`src/rtl/updown_counter_pkg.sv`:
```
// updown_counter_pkg: shared constants, step-action encoding and sizing helper for the
// parametrised up/down counter and its optional enable prescaler.
package updown_counter_pkg;

   // Direction and end-of-range mode encodings seen on i_up_dn / i_mode_sat
   localparam logic DIR_UP    = 1'b1;
   localparam logic DIR_DN    = 1'b0;
   localparam logic MODE_WRAP = 1'b0;
   localparam logic MODE_SAT  = 1'b1;

   // What the counter does on a given edge, decoded once from load/step/dir/mode/position
   typedef enum logic [2:0] {
      ActHold,
      ActLoad,
      ActLoadClip,
      ActInc,
      ActDec,
      ActWrapUp,
      ActWrapDn,
      ActSat
   } act_e;

   // ceil(log2(n)), never less than 1 so a register sized from it is always legal
   function automatic int unsigned clog2(input int unsigned n);
      int unsigned v;
      int unsigned r;
      v = (n > 0) ? n - 1 : 0;
      r = 0;
      for (int i = 0; i < 32; i++) begin
         if ((v >> i) != 0) begin
            r = i + 1;
         end
      end
      return (r == 0) ? 1 : r;
   endfunction

endpackage

```
`src/rtl/count_prescaler.sv`:
```
// count_prescaler: divides a level enable into a one-edge step strobe every PRESCALE_DIV
// enabled edges. Only instantiated when COUNTER_PRESCALE_EN is defined.
module count_prescaler
   import updown_counter_pkg::*;
#(
   parameter int unsigned PRESCALE_DIV = 4
) (
   input  logic i_clk,
   input  logic i_reset,
   input  logic i_en,
   input  logic i_clr,
   output logic o_step
);

   localparam int unsigned PW = clog2(PRESCALE_DIV);
   localparam logic [PW-1:0] LAST = PW'(PRESCALE_DIV - 1);
   localparam logic [PW-1:0] ONE  = PW'(1);

   logic [PW-1:0] r_cnt;
   logic          w_at_last;

   assign w_at_last = (r_cnt == LAST);
   // Step is only meaningful when not cleared; the counter gives load priority anyway
   assign o_step    = i_en && w_at_last;

   // Prescale count: clear on load, freeze when disabled, roll to 0 after the last phase
   always_ff @(posedge i_clk or negedge i_reset) begin
      if (!i_reset) begin
         r_cnt <= '0;
      end else if (i_clr) begin
         r_cnt <= '0;
      end else if (i_en) begin
         r_cnt <= w_at_last ? '0 : r_cnt + ONE;
      end
   end

endmodule

```
`src/rtl/updown_counter_param.sv`:
```
// updown_counter_param: up/down modulo-MODULO counter with synchronous load, count enable,
// wrap or saturate at the range ends, combinational terminal count, registered one-cycle
// wrap pulse and a sticky overflow flag.
// Build option: define COUNTER_PRESCALE_EN to advance the counter only once every
// PRESCALE_DIV enabled edges; without it the counter steps on every enabled edge.
module updown_counter_param
   import updown_counter_pkg::*;
#(
   parameter int unsigned     WIDTH        = 4,
   parameter longint unsigned MODULO       = 16,
   parameter int unsigned     PRESCALE_DIV = 4
) (
   input  logic             i_clk,
   input  logic             i_reset,
   input  logic             i_en,
   input  logic             i_up_dn,
   input  logic             i_load,
   input  logic [WIDTH-1:0] i_load_val,
   input  logic             i_mode_sat,
   input  logic             i_clr_ovf,
   output logic [WIDTH-1:0] o_count,
   output logic             o_tc,
   output logic             o_wrap,
   output logic             o_ovf
);

   // Top of range held in WIDTH+1 bits so MODULO = 2^WIDTH stays representable
   localparam logic [WIDTH:0]   LAST   = (WIDTH + 1)'(MODULO - 64'd1);
   localparam logic [WIDTH-1:0] LAST_W = LAST[WIDTH-1:0];
   localparam logic [WIDTH-1:0] ONE    = WIDTH'(1);

   if (WIDTH < 2 || WIDTH > 32 || MODULO < 2 || MODULO > (64'd1 << WIDTH) ||
       PRESCALE_DIV < 2 || PRESCALE_DIV > 256) begin : g_param_check
      $error("updown_counter_param: illegal WIDTH/MODULO/PRESCALE_DIV combination");
   end

   logic [WIDTH-1:0] r_count;
   logic             r_wrap;
   logic             r_ovf;

   logic             w_step;
   logic             w_at_max;
   logic             w_at_zero;
   logic             w_load_clip;
   act_e             w_act;
   logic [WIDTH-1:0] w_count_nxt;
   logic             w_wrap_nxt;
   logic             w_set_ovf;
   logic             w_ovf_nxt;

`ifdef COUNTER_PRESCALE_EN
   count_prescaler #(
      .PRESCALE_DIV (PRESCALE_DIV)
   ) u_prescaler (
      .i_clk   (i_clk),
      .i_reset (i_reset),
      .i_en    (i_en),
      .i_clr   (i_load),
      .o_step  (w_step)
   );
`else
   assign w_step = i_en;
`endif

   assign w_at_max    = ({1'b0, r_count} == LAST);
   assign w_at_zero   = (r_count == '0);
   assign w_load_clip = ({1'b0, i_load_val} > LAST);

   // Decode the edge's action: load beats a count step, which beats hold
   always_comb begin
      w_act = ActHold;
      if (i_load) begin
         w_act = w_load_clip ? ActLoadClip : ActLoad;
      end else if (w_step) begin
         if (i_up_dn == DIR_UP) begin
            if (!w_at_max) begin
               w_act = ActInc;
            end else if (i_mode_sat == MODE_WRAP) begin
               w_act = ActWrapUp;
            end else begin
               w_act = ActSat;
            end
         end else begin
            if (!w_at_zero) begin
               w_act = ActDec;
            end else if (i_mode_sat == MODE_SAT) begin
               w_act = ActSat;
            end else begin
               w_act = ActWrapDn;
            end
         end
      end
   end

   // Next count, wrap pulse and overflow-set event for the decoded action
   always_comb begin
      w_count_nxt = r_count;
      w_wrap_nxt  = 1'b0;
      w_set_ovf   = 1'b0;
      unique case (w_act)
         ActLoad: begin
            w_count_nxt = i_load_val;
         end
         ActLoadClip: begin
            w_count_nxt = LAST_W;
            w_set_ovf   = 1'b1;
         end
         ActInc: begin
            w_count_nxt = r_count + ONE;
         end
         ActDec: begin
            w_count_nxt = r_count - ONE;
         end
         ActWrapUp: begin
            w_count_nxt = '0;
            w_wrap_nxt  = 1'b1;
            w_set_ovf   = 1'b1;
         end
         ActWrapDn: begin
            w_count_nxt = LAST_W;
            w_wrap_nxt  = 1'b1;
            w_set_ovf   = 1'b1;
         end
         ActSat: begin
            w_set_ovf   = 1'b1;
         end
         default: begin
         end
      endcase
   end

   // A set event on the same edge as clr_ovf wins
   assign w_ovf_nxt = w_set_ovf ? 1'b1 : (i_clr_ovf ? 1'b0 : r_ovf);

   // Counter state and registered flags
   always_ff @(posedge i_clk or negedge i_reset) begin
      if (!i_reset) begin
         r_count <= '0;
         r_wrap  <= 1'b0;
         r_ovf   <= 1'b0;
      end else begin
         r_count <= w_count_nxt;
         r_wrap  <= w_wrap_nxt;
         r_ovf   <= w_ovf_nxt;
      end
   end

   assign o_count = r_count;
   assign o_wrap  = r_wrap;
   assign o_ovf   = r_ovf;
   assign o_tc    = ((i_up_dn == DIR_UP) && w_at_max) || ((i_up_dn == DIR_DN) && w_at_zero);

endmodule

```
`config.mk`:
```
export PLATFORM = sky130hd
export DESIGN_NAME = updown_counter_param
export DESIGN_NICKNAME = d
export VERILOG_FILES = /design/src/rtl/updown_counter_pkg.sv /design/src/rtl/count_prescaler.sv /design/src/rtl/updown_counter_param.sv
export SDC_FILE = /design/constraint.sdc
export NUM_CORES = 1
export LEC_CHECK = 0
export ABC_AREA = 1
export CORE_MARGIN = 1
export CORE_UTILIZATION = 45
export CTS_BUF_LIST = sky130_fd_sc_hd__clkbuf_4
export DETAILED_ROUTE_END_ITERATION = 10
export GPL_TIMING_DRIVEN = 0
export PLACE_DENSITY = 0.81
export SYNTH_ARGS = -nofsm -noshare
export SYNTH_HDL_FRONTEND = slang
export SYNTH_SLANG_ARGS = --single-unit
```
`constraint.sdc`:
```
create_clock -name i_clk -period 2.7 [get_ports i_clk]
set_input_delay 0.405 -clock i_clk [delete_from_list [all_inputs] [get_ports i_clk]]
set_output_delay 0.405 -clock i_clk [all_outputs]
set_load 0.005 [all_outputs]
```
==> impl_metrics.ini, run 1 <==
[finish]
final_area_um2 = 892.1
drive_gt1_share_pct = 25.00
areaGrowthSynthToFinish_pct = 31.79
nets = 132
antenna_cells = 0
fillers = 111

[global_routing]
grt_pass1_vias = 456
grt_max_degree = 8
grt_pass1_wl_um = 1718
gr-total-overflow = 0
grt_use_total_pct = 15.66
antenna_found_initial = 0

[routing]
drtIter0Drc = 11
routedWlPerCell_um = 9.252
drt-total-wl_um = 1212
antenna_left = 0
via_per_inst = 4.550
vias = 596
route.detailed.drc = 0
dr.pass1.iters = 4

[worst_setup_path]
crit_fanout = 6
r2r_cells = 15
worstSetupPathType = input port to flop
crit_top_cell = nand2_1
slowest_stage = clkdlybuf4s50_1
cp_top_family = buffers and inverters
cp.arrival_ns = 2.57
path_cells = clkdlybuf4s50_1, inv_1, a21oi_2, nand2_2, nand2_4, inv_2, nand3_2, inv_1, ha_1, a21oi_1, nand2_1, xor2_1, nand2_1, nand2_1, nand3_1, nand2_1, inv_1
regToRegStartpoint = o_count[0]
critPathMaxStageDelay_ns = 0.49
cp-end-kind = flop
critPathBufInv = 5
r2r_setup_slack_ns = 0.39
timing.rr.end = o_count[3]
startpoint_type = input port
crit_required_ns = 2.83

[min_path]
hold_path_class = input port to async pin

[placement]
io_buffers = 17
dpl_cell_area_um2 = 865.8
globalplace.congestion = 0.8192
hpwl_um = 1055

[logic_synthesis]
netlist.area_leader.share_pct = 22.18
synthCells = 96
synth-compound-area-share_pct = 5.176
synth.area.top_cells = dfrtp_1 (22%), nand2_1 (17%), inv_1 (9.4%)
synth_fa_ha_area_share_pct = 6.654
synth_top_family_by_area = simple AND/OR/NAND/NOR gates
muxShareOfSynthArea_pct = 0
synth_xor_area_share_pct = 2.588
synth_cell_types = 20
yosys_warnings = 0
synth_seq_area_share_pct = 22.18
yosysTopAreaCell = dfrtp_1
avgSynthCellArea_um2 = 7.051
synth_simple_gate_area_share_pct = 51.94
synth-seq-cells = 6
netlist_area_um2 = 676.9
syn_nets = 110

[pwr]
swShare_pct = 36.38
pwr-share-seq_pct = 33.8
finalPower_w = 0.0003609
p_per_area_mw_per_mm2 = 404.5
pwr-share-comb_pct = 44.1
vdd_drop_max_uv = 130.9
p_leak_nw = 0.4744
p_int_w = 0.0002296
p_clk_share_pct = 22.0
p_switching_w = 0.0001313

[timing]
setup_viol = 0
slew_violations = 0
max_clock_freq_mhz = 411.1
fin_worst_skew_ns = 0.0006825
fin_crit_ns = 2.433
tightest_slew_ns = 0.2779
hold_viol_final = 0
tns_ns = 0
relSlewSlack_pct = 81.48
fin_crit_sh_pct = 90.10
rsz0062_at_grt = no

[clocking]
holdBufCountCts = 0
insertion_delay_ns = 0.24
clkSlewWorstSetupHoldPaths_ns = 0.04
cts-root-buf = clkbuf_4
ctsResizeCount = 0
cts_setup_buffers = 0
clk_path_buf_depth = 2
clock-sinks = 6
cts_buffers = 3
htreeDepth = 1
cts_tree = yes

[status]
status = complete, no violations

[floorplanning]
die_y_um = 40.79
rows = 13
initial_core_util_pct = 50.14
ios = 18
core_area_mm2 = 0.001350
fp.dieArea_mm2 = 0.001663
fp.dieW_um = 40.79

[job]
cap_viol_max_count = 0
-- worst max path at each step --
stage | from | endpoint | cells after the start
after global placement | i_up_dn | o_count[3] | 17
after CTS | i_up_dn | o_count[3] | 17
after global routing | i_up_dn | o_count[3] | 17
after floorplan | o_count[1] | o_count[3] | 17
after detailed placement | i_up_dn | o_count[3] | 17
final | i_up_dn | o_count[3] | 17
-- stage by stage --
step	hold slack, ns	utilization [%]	worst slack, ns	std cells
floorplan	0.1094	-	0.6036	96
global placement	0.5105	64.13	0.02559	128
detailed placement	0.5352	64.13	-0.002001	128
CTS	0.3990	65.80	0.2451	131
global route	0.4056	66.08	0.03262	131
finish	0.3956	66.08	0.2673	131
-- worst reg2reg max path, cell delays in order, from the launching register on --
cell and delay [ns]:
dfrtp_1 0.49, nand2_2 0.15, nor2_4 0.17, nand3_1 0.11
nand3_2 0.11, nand3_2 0.09, inv_1 0.12, ha_1 0.27
a21oi_1 0.15, nand2_1 0.08, xor2_1 0.18, nand2_1 0.07
nand2_1 0.06, nand3_1 0.07, nand2_1 0.06, inv_1 0.03
-- sequential cells by signal, summed over array words and instances (netlist names) --
signal / cells
o_count: 4
o_ovf: 1
o_wrap: 1
-- layout by cell type, fill, tap and decap left out, drive strengths merged --
cell type / count
clkbuf: 3
clkdlybuf4s50: 17
nor2: 9
inv: 20
nor3: 1
dfrtp: 6
a21oi: 5
ha: 2
nand2: 42
nand3: 6
fa: 1
o21ai: 2
xor2: 2
-- power by group through the flow --
stage,Combinational [W],Clock [W],Sequential (W)
floorplan,0.0000988,0,0.000121
global placement,0.000157,0,0.000123
detailed placement,0.000160,0,0.000123
CTS,0.000161,0.0000830,0.000122
global route,0.000179,0.0000879,0.000125
finish,0.000159,0.0000795,0.000122
-- logic make-up after synthesis --
group / Yosys count
compound gates: 7
xor+xnor: 2
fa+ha+maj: 3
buf+inv: 20
flops: 6
simple gates: 58
-- synthesized netlist by cell type, drive strengths merged --
cell type and number:
nor3 1, ha 2, dfrtp 6, nand3 6, inv 20, o21ai 2
nor2 9, xor2 2, fa 1, nand2 42, a21oi 5
-- metal layers --
| layer | vias up | share of wire [%] | track usage, % |
|---|---|---|---|
| met1 | 253 | 47 | 18.06 |
| met5 | - | 0 | 0 |
| met3 | 2 | 3.7 | 3.261 |
| met2 | 12 | 48 | 26.95 |
| li1 | 329 | - | - |
| met4 | 0 | 0.41 | 7.500 |
-- layout make-up --
cell class | count | area [um2] | area share, %
clock buffer | 3 | 22.52 | 2.525
inverter | 20 | 77.57 | 8.696
multi-input combinational | 70 | 452.9 | 50.77
sequential | 6 | 150.1 | 16.83
tap | 15 | 18.77 | 2.104
timing repair buffer | 17 | 170.2 | 19.07
Power figures use the tool's default switching activity.
==> run 2: changes to the inputs <==
--- a/config.mk
+++ b/config.mk
@@ -6,7 +6,7 @@
 export NUM_CORES = 1
 export LEC_CHECK = 0
 export ABC_AREA = 1
-export CORE_MARGIN = 1
+export CORE_MARGIN = 5
 export CORE_UTILIZATION = 45
 export CTS_BUF_LIST = sky130_fd_sc_hd__clkbuf_4
 export DETAILED_ROUTE_END_ITERATION = 10
==> run 2 against run 1 <==
Sequential power barely moved. Flip-flop and latch count unchanged. Via count increased by 4.2%. Critical path type unchanged. Count of clock-buffer cells in the layout stayed put. Clock skew grew 0.0059 ns. Maximum frequency fell by 0.63%. Largest cell class unchanged. Wire length up 13%. Combinational power hardly changed.
==> impl_metrics.ini, run 2 (synthesis results as in run 1) <==
[status]
status = complete, no violations

[placement]
dpl_cell_area_um2 = 867.1
globalplace.congestion = 0.7382
io_buffers = 17
pre_cts_ws_ns = -0.01614
hpwl_um = 1179

[finish]
final_area_um2 = 889.6
final_cell_mix = nand2_1 (31), inv_1 (17), clkdlybuf4s50_1 (17)
final_common_cell = nand2_1
nets = 132
finish.utilization_pct = 60.46
largest_reg_flops = 4
drive_gt1_share_pct = 24.14
antenna_cells = 0
areaGrowthSynthToFinish_pct = 31.42

[floorplanning]
initial_core_util_pct = 46.00
fp.dieArea_mm2 = 0.002380
fp.dieW_um = 48.79
core_area_mm2 = 0.001471
die_y_um = 48.79
ios = 18
rows = 14

[clocking]
cts_buffers = 3
holdBufCountCts = 0
cts-root-buf = clkbuf_4
htreeDepth = 1
cts_tree = yes
clkSlewWorstSetupHoldPaths_ns = 0.05
ctsResizeCount = 0
clock-sinks = 6
insertion_delay_ns = 0.25
cts_setup_buffers = 0
clk_path_buf_depth = 2

[routing]
vias = 621
drtIter0Drc = 9
via_per_inst = 4.705
dr.pass1.iters = 4
drt-total-wl_um = 1374
routedWlPerCell_um = 10.41
route.detailed.drc = 0
antenna_left = 0

[timing]
slew_violations = 0
fin_crit_ns = 2.448
hold_viol_final = 0
relSlewSlack_pct = 80.69
finalWorstSetupSlack_ns = 0.2518
tightest_slew_ns = 0.2896
fin_worst_skew_ns = 0.006613
fin_crit_sh_pct = 90.67
rsz0062_at_grt = no
setup_viol = 0
max_clock_freq_mhz = 408.5

[pwr]
p_per_area_mw_per_mm2 = 409.3
vdd_drop_max_uv = 382.3
finalPower_w = 0.0003641
p_leak_nw = 0.4743

[global_routing]
grt_pass1_wl_um = 2704
top_usage_layer = met2
gr-usage-met1_pct = 15.60
grt_max_degree = 8
met2_usage_pct = 23.04
antenna_found_initial = 0
grt_pass1_vias = 648
gr-total-overflow = 0
grt_use_total_pct = 14.14
use_met3_pct = 6.116

[job]
cap_viol_max_count = 0

[worst_setup_path]
cp.arrival_ns = 2.59
crit_fanout = 6
r2r_cells = 15
regToRegStartpoint = o_count[0]
timing.rr.end = o_count[3]
startpoint_type = input port
r2r_setup_slack_ns = 0.40
worstSetupPathType = input port to flop
cp-end-kind = flop
crit_required_ns = 2.84

[min_path]
hold_path_class = input port to async pin
[run 2: cell types whose count changed in the layout (fill, tap and decap cells not counted)]
cell and delta:
a21oi_1 +1, a21oi_2 -1
[run 2: layout make-up]
| cell class | instances | area, um2 |
|---|---|---|
| well taps | 16 | 20.02 |
| repair buffers | 17 | 170.2 |
| fillers | 139 | 581.8 |
| flip-flops and latches | 6 | 150.1 |
| inverters | 20 | 77.57 |
| multi-input cells | 70 | 449.2 |
| clock buffers | 3 | 22.52 |
[run 2: critical path: stages]
cell and delay, ns:
clkdlybuf4s50_1 0.50, inv_1 0.12, a21oi_1 0.17, nand2_2 0.08, nand2_4 0.10, inv_2 0.06
nand3_2 0.07, inv_1 0.08, ha_1 0.32, a21oi_1 0.15, nand2_1 0.07, xor2_1 0.17
nand2_1 0.07, nand2_1 0.06, nand3_1 0.07, nand2_1 0.06, inv_1 0.04
[run 2: power by group]
part	switching (W)	internal [W]
Clock	0.0000314	0.0000502
Combinational	0.0000830	0.0000762
Sequential	0.0000203	0.000103
[run 2: metrics by stage]
stage               TNS [ns]  cells  hold WS [ns]
floorplan                  0     96        0.1094
global placement           0    129        0.5118
detailed placement  -0.01614    129        0.5162
global route               0    132        0.4062
CTS                        0    132        0.3972
finish                     0    132        0.4005
[run 2: worst max-delay path by stage]
stage / startpoint / end
final: i_up_dn / o_count[3]
after floorplan: o_count[1] / o_count[3]
after global placement: i_up_dn / o_count[3]
after global routing: i_up_dn / o_count[3]
after CTS: i_up_dn / o_count[3]
after detailed placement: i_up_dn / o_count[3]
[run 2: per-layer routing]
metal	part of all wire, %	up-vias
li1	-	329
met1	41	270
met2	50	16
met3	5.7	6
met4	2.9	0
met5	0	-
==> run 3: changes to the inputs <==
--- a/config.mk
+++ b/config.mk
@@ -11,7 +11,7 @@
 export CTS_BUF_LIST = sky130_fd_sc_hd__clkbuf_4
 export DETAILED_ROUTE_END_ITERATION = 10
 export GPL_TIMING_DRIVEN = 0
-export PLACE_DENSITY = 0.81
+export PLACE_DENSITY_LB_ADDON = 0.2
 export SYNTH_ARGS = -nofsm -noshare
 export SYNTH_HDL_FRONTEND = slang
 export SYNTH_SLANG_ARGS = --single-unit
==> run 3 against run 2 <==
Setup slack barely moved. Critical path type unchanged. Non-clock buffer count did not move. Hold slack improved by 0.0050 ns. Combinational power barely moved. Register-to-register slack barely moved. Clock power fell by 2%. Clock skew fell by 0.0046 ns. Final cell count did not move. Sequential share of layout area fell by 0.071 points. Sequential power barely moved.
==> impl_metrics.ini, run 3 (synthesis results as in run 1) <==
[status]
status = complete, no violations

[routing]
routedWlPerCell_um = 9.795
dr.pass1.iters = 2
vias = 594
drt-total-wl_um = 1293
drtIter0Drc = 11
antenna_left = 0
via_per_inst = 4.500
route.detailed.drc = 0

[global_routing]
gr-total-overflow = 0
grt_pass1_vias = 594
grt_use_total_pct = 12.44
antenna_found_initial = 0
grt_max_degree = 8
grt_pass1_wl_um = 2442

[worst_setup_path]
crit_fanout = 4
cp.arrival_ns = 2.58
r2r_cells = 17
cp-end-kind = flop
startpoint_type = input port
crit_required_ns = 2.84
worstSetupPathType = input port to flop

[finish]
drive_gt1_share_pct = 25.00
final_cell_mix = nand2_1 (31), inv_1 (17), clkdlybuf4s50_1 (17)
final_common_cell = nand2_1
antenna_cells = 0
finish.utilization_pct = 60.71
nets = 132
largest_reg_flops = 4
areaGrowthSynthToFinish_pct = 31.98
final_area_um2 = 893.4

[floorplanning]
ios = 18
fp.dieArea_mm2 = 0.002380
fp.dieW_um = 48.79
rows = 14
core_area_mm2 = 0.001471
die_y_um = 48.79
initial_core_util_pct = 46.00

[pwr]
vdd_drop_max_uv = 307.9
pwr-share-seq_pct = 33.7
p_int_w = 0.0002295
p_per_area_mw_per_mm2 = 403.7
p_switching_w = 0.0001311
pwr-share-comb_pct = 44.0
p_clk_share_pct = 22.3
p_leak_nw = 0.4744
swShare_pct = 36.36

[timing]
rsz0062_at_grt = no
fin_worst_skew_ns = 0.002009
max_clock_freq_mhz = 408.5
fin_crit_sh_pct = 90.66
fin_crit_ns = 2.448
relSlewSlack_pct = 81.71
tightest_slew_ns = 0.2735
setup_viol = 0
hold_viol_final = 0
slew_violations = 0
finalWorstSetupSlack_ns = 0.2523

[clocking]
clock-sinks = 6
clk_path_buf_depth = 2
clkSlewWorstSetupHoldPaths_ns = 0.04
insertion_delay_ns = 0.24
cts-root-buf = clkbuf_4
holdBufCountCts = 0
ctsResizeCount = 0
cts_setup_buffers = 0
htreeDepth = 1
cts_tree = yes
cts_buffers = 3

[placement]
dpl_cell_area_um2 = 867.1
hpwl_um = 1118
globalplace.congestion = 0.7306
io_buffers = 17
pre_cts_ws_ns = -0.01014

[job]
cap_viol_max_count = 0

[min_path]
hold_path_class = input port to async pin
-- run 3: changes by cell type in the layout (fill, tap and decap cells not counted) --
cell / change
a21oi_1: -1
a21oi_2: +1
-- run 3: worst paths after layout --
path	startpoint	end	slack [ns]
worst max-delay path	i_en	o_count[3]	0.25
worst min register to register	o_ovf	o_ovf	0.53
worst min-delay path	i_reset	o_count[3]	0.41
max in group asynchronous	i_reset	o_count[1]	2.08
worst max register to register	o_count[1]	o_count[3]	0.41
min in group i_clk	o_ovf	o_ovf	0.53
-- run 3: critical path: stages --
cell	delay [ns]
clkdlybuf4s50_1	0.45
inv_1	0.08
nor2_4	0.17
inv_1	0.13
nor2_8	0.15
nand3_2	0.10
inv_1	0.12
ha_1	0.27
a21oi_1	0.15
nand2_1	0.08
xor2_1	0.17
nand2_1	0.07
nand2_1	0.06
nand3_1	0.07
nand2_1	0.06
inv_1	0.04
-- run 3: power groups by stage --
stage,Combinational [W],Sequential [W],Clock [W]
global placement,0.000158,0.000123,0
floorplan,0.0000988,0.000121,0
global route,0.000180,0.000124,0.0000934
CTS,0.000161,0.000122,0.0000856
detailed placement,0.000160,0.000124,0
finish,0.000159,0.000122,0.0000803
-- run 3: stage by stage --
stage / setup TNS (ns) / total power, W / std cells / hold slack, ns
global placement: -0.01599 / 0.0002812 / 129 / 0.5103
CTS: 0 / 0.0003687 / 132 / 0.3998
floorplan: 0 / 0.0002203 / 96 / 0.1094
finish: 0 / 0.0003606 / 132 / 0.4056
global route: 0 / 0.0003976 / 132 / 0.4181
detailed placement: -0.01014 / 0.0002833 / 129 / 0.5247
-- run 3: final cells by class --
type                       count  area, um2
clock buffer                   3      22.52
timing repair buffer          17      170.2
tap                           16      20.02
inverter                      20      77.57
multi-input combinational     70      452.9
sequential                     6      150.1
fill                         132      578.1
-- run 3: metal layers --
layer / vias to the layer above / GRT usage, % / wire length [um]
met2: 10 / 20.87 / 661
met4: 0 / 2.691 / 0
met3: 0 / 3.364 / 45
met5: - / 0 / 0
li1: 329 / - / -
met1: 255 / 15.82 / 585
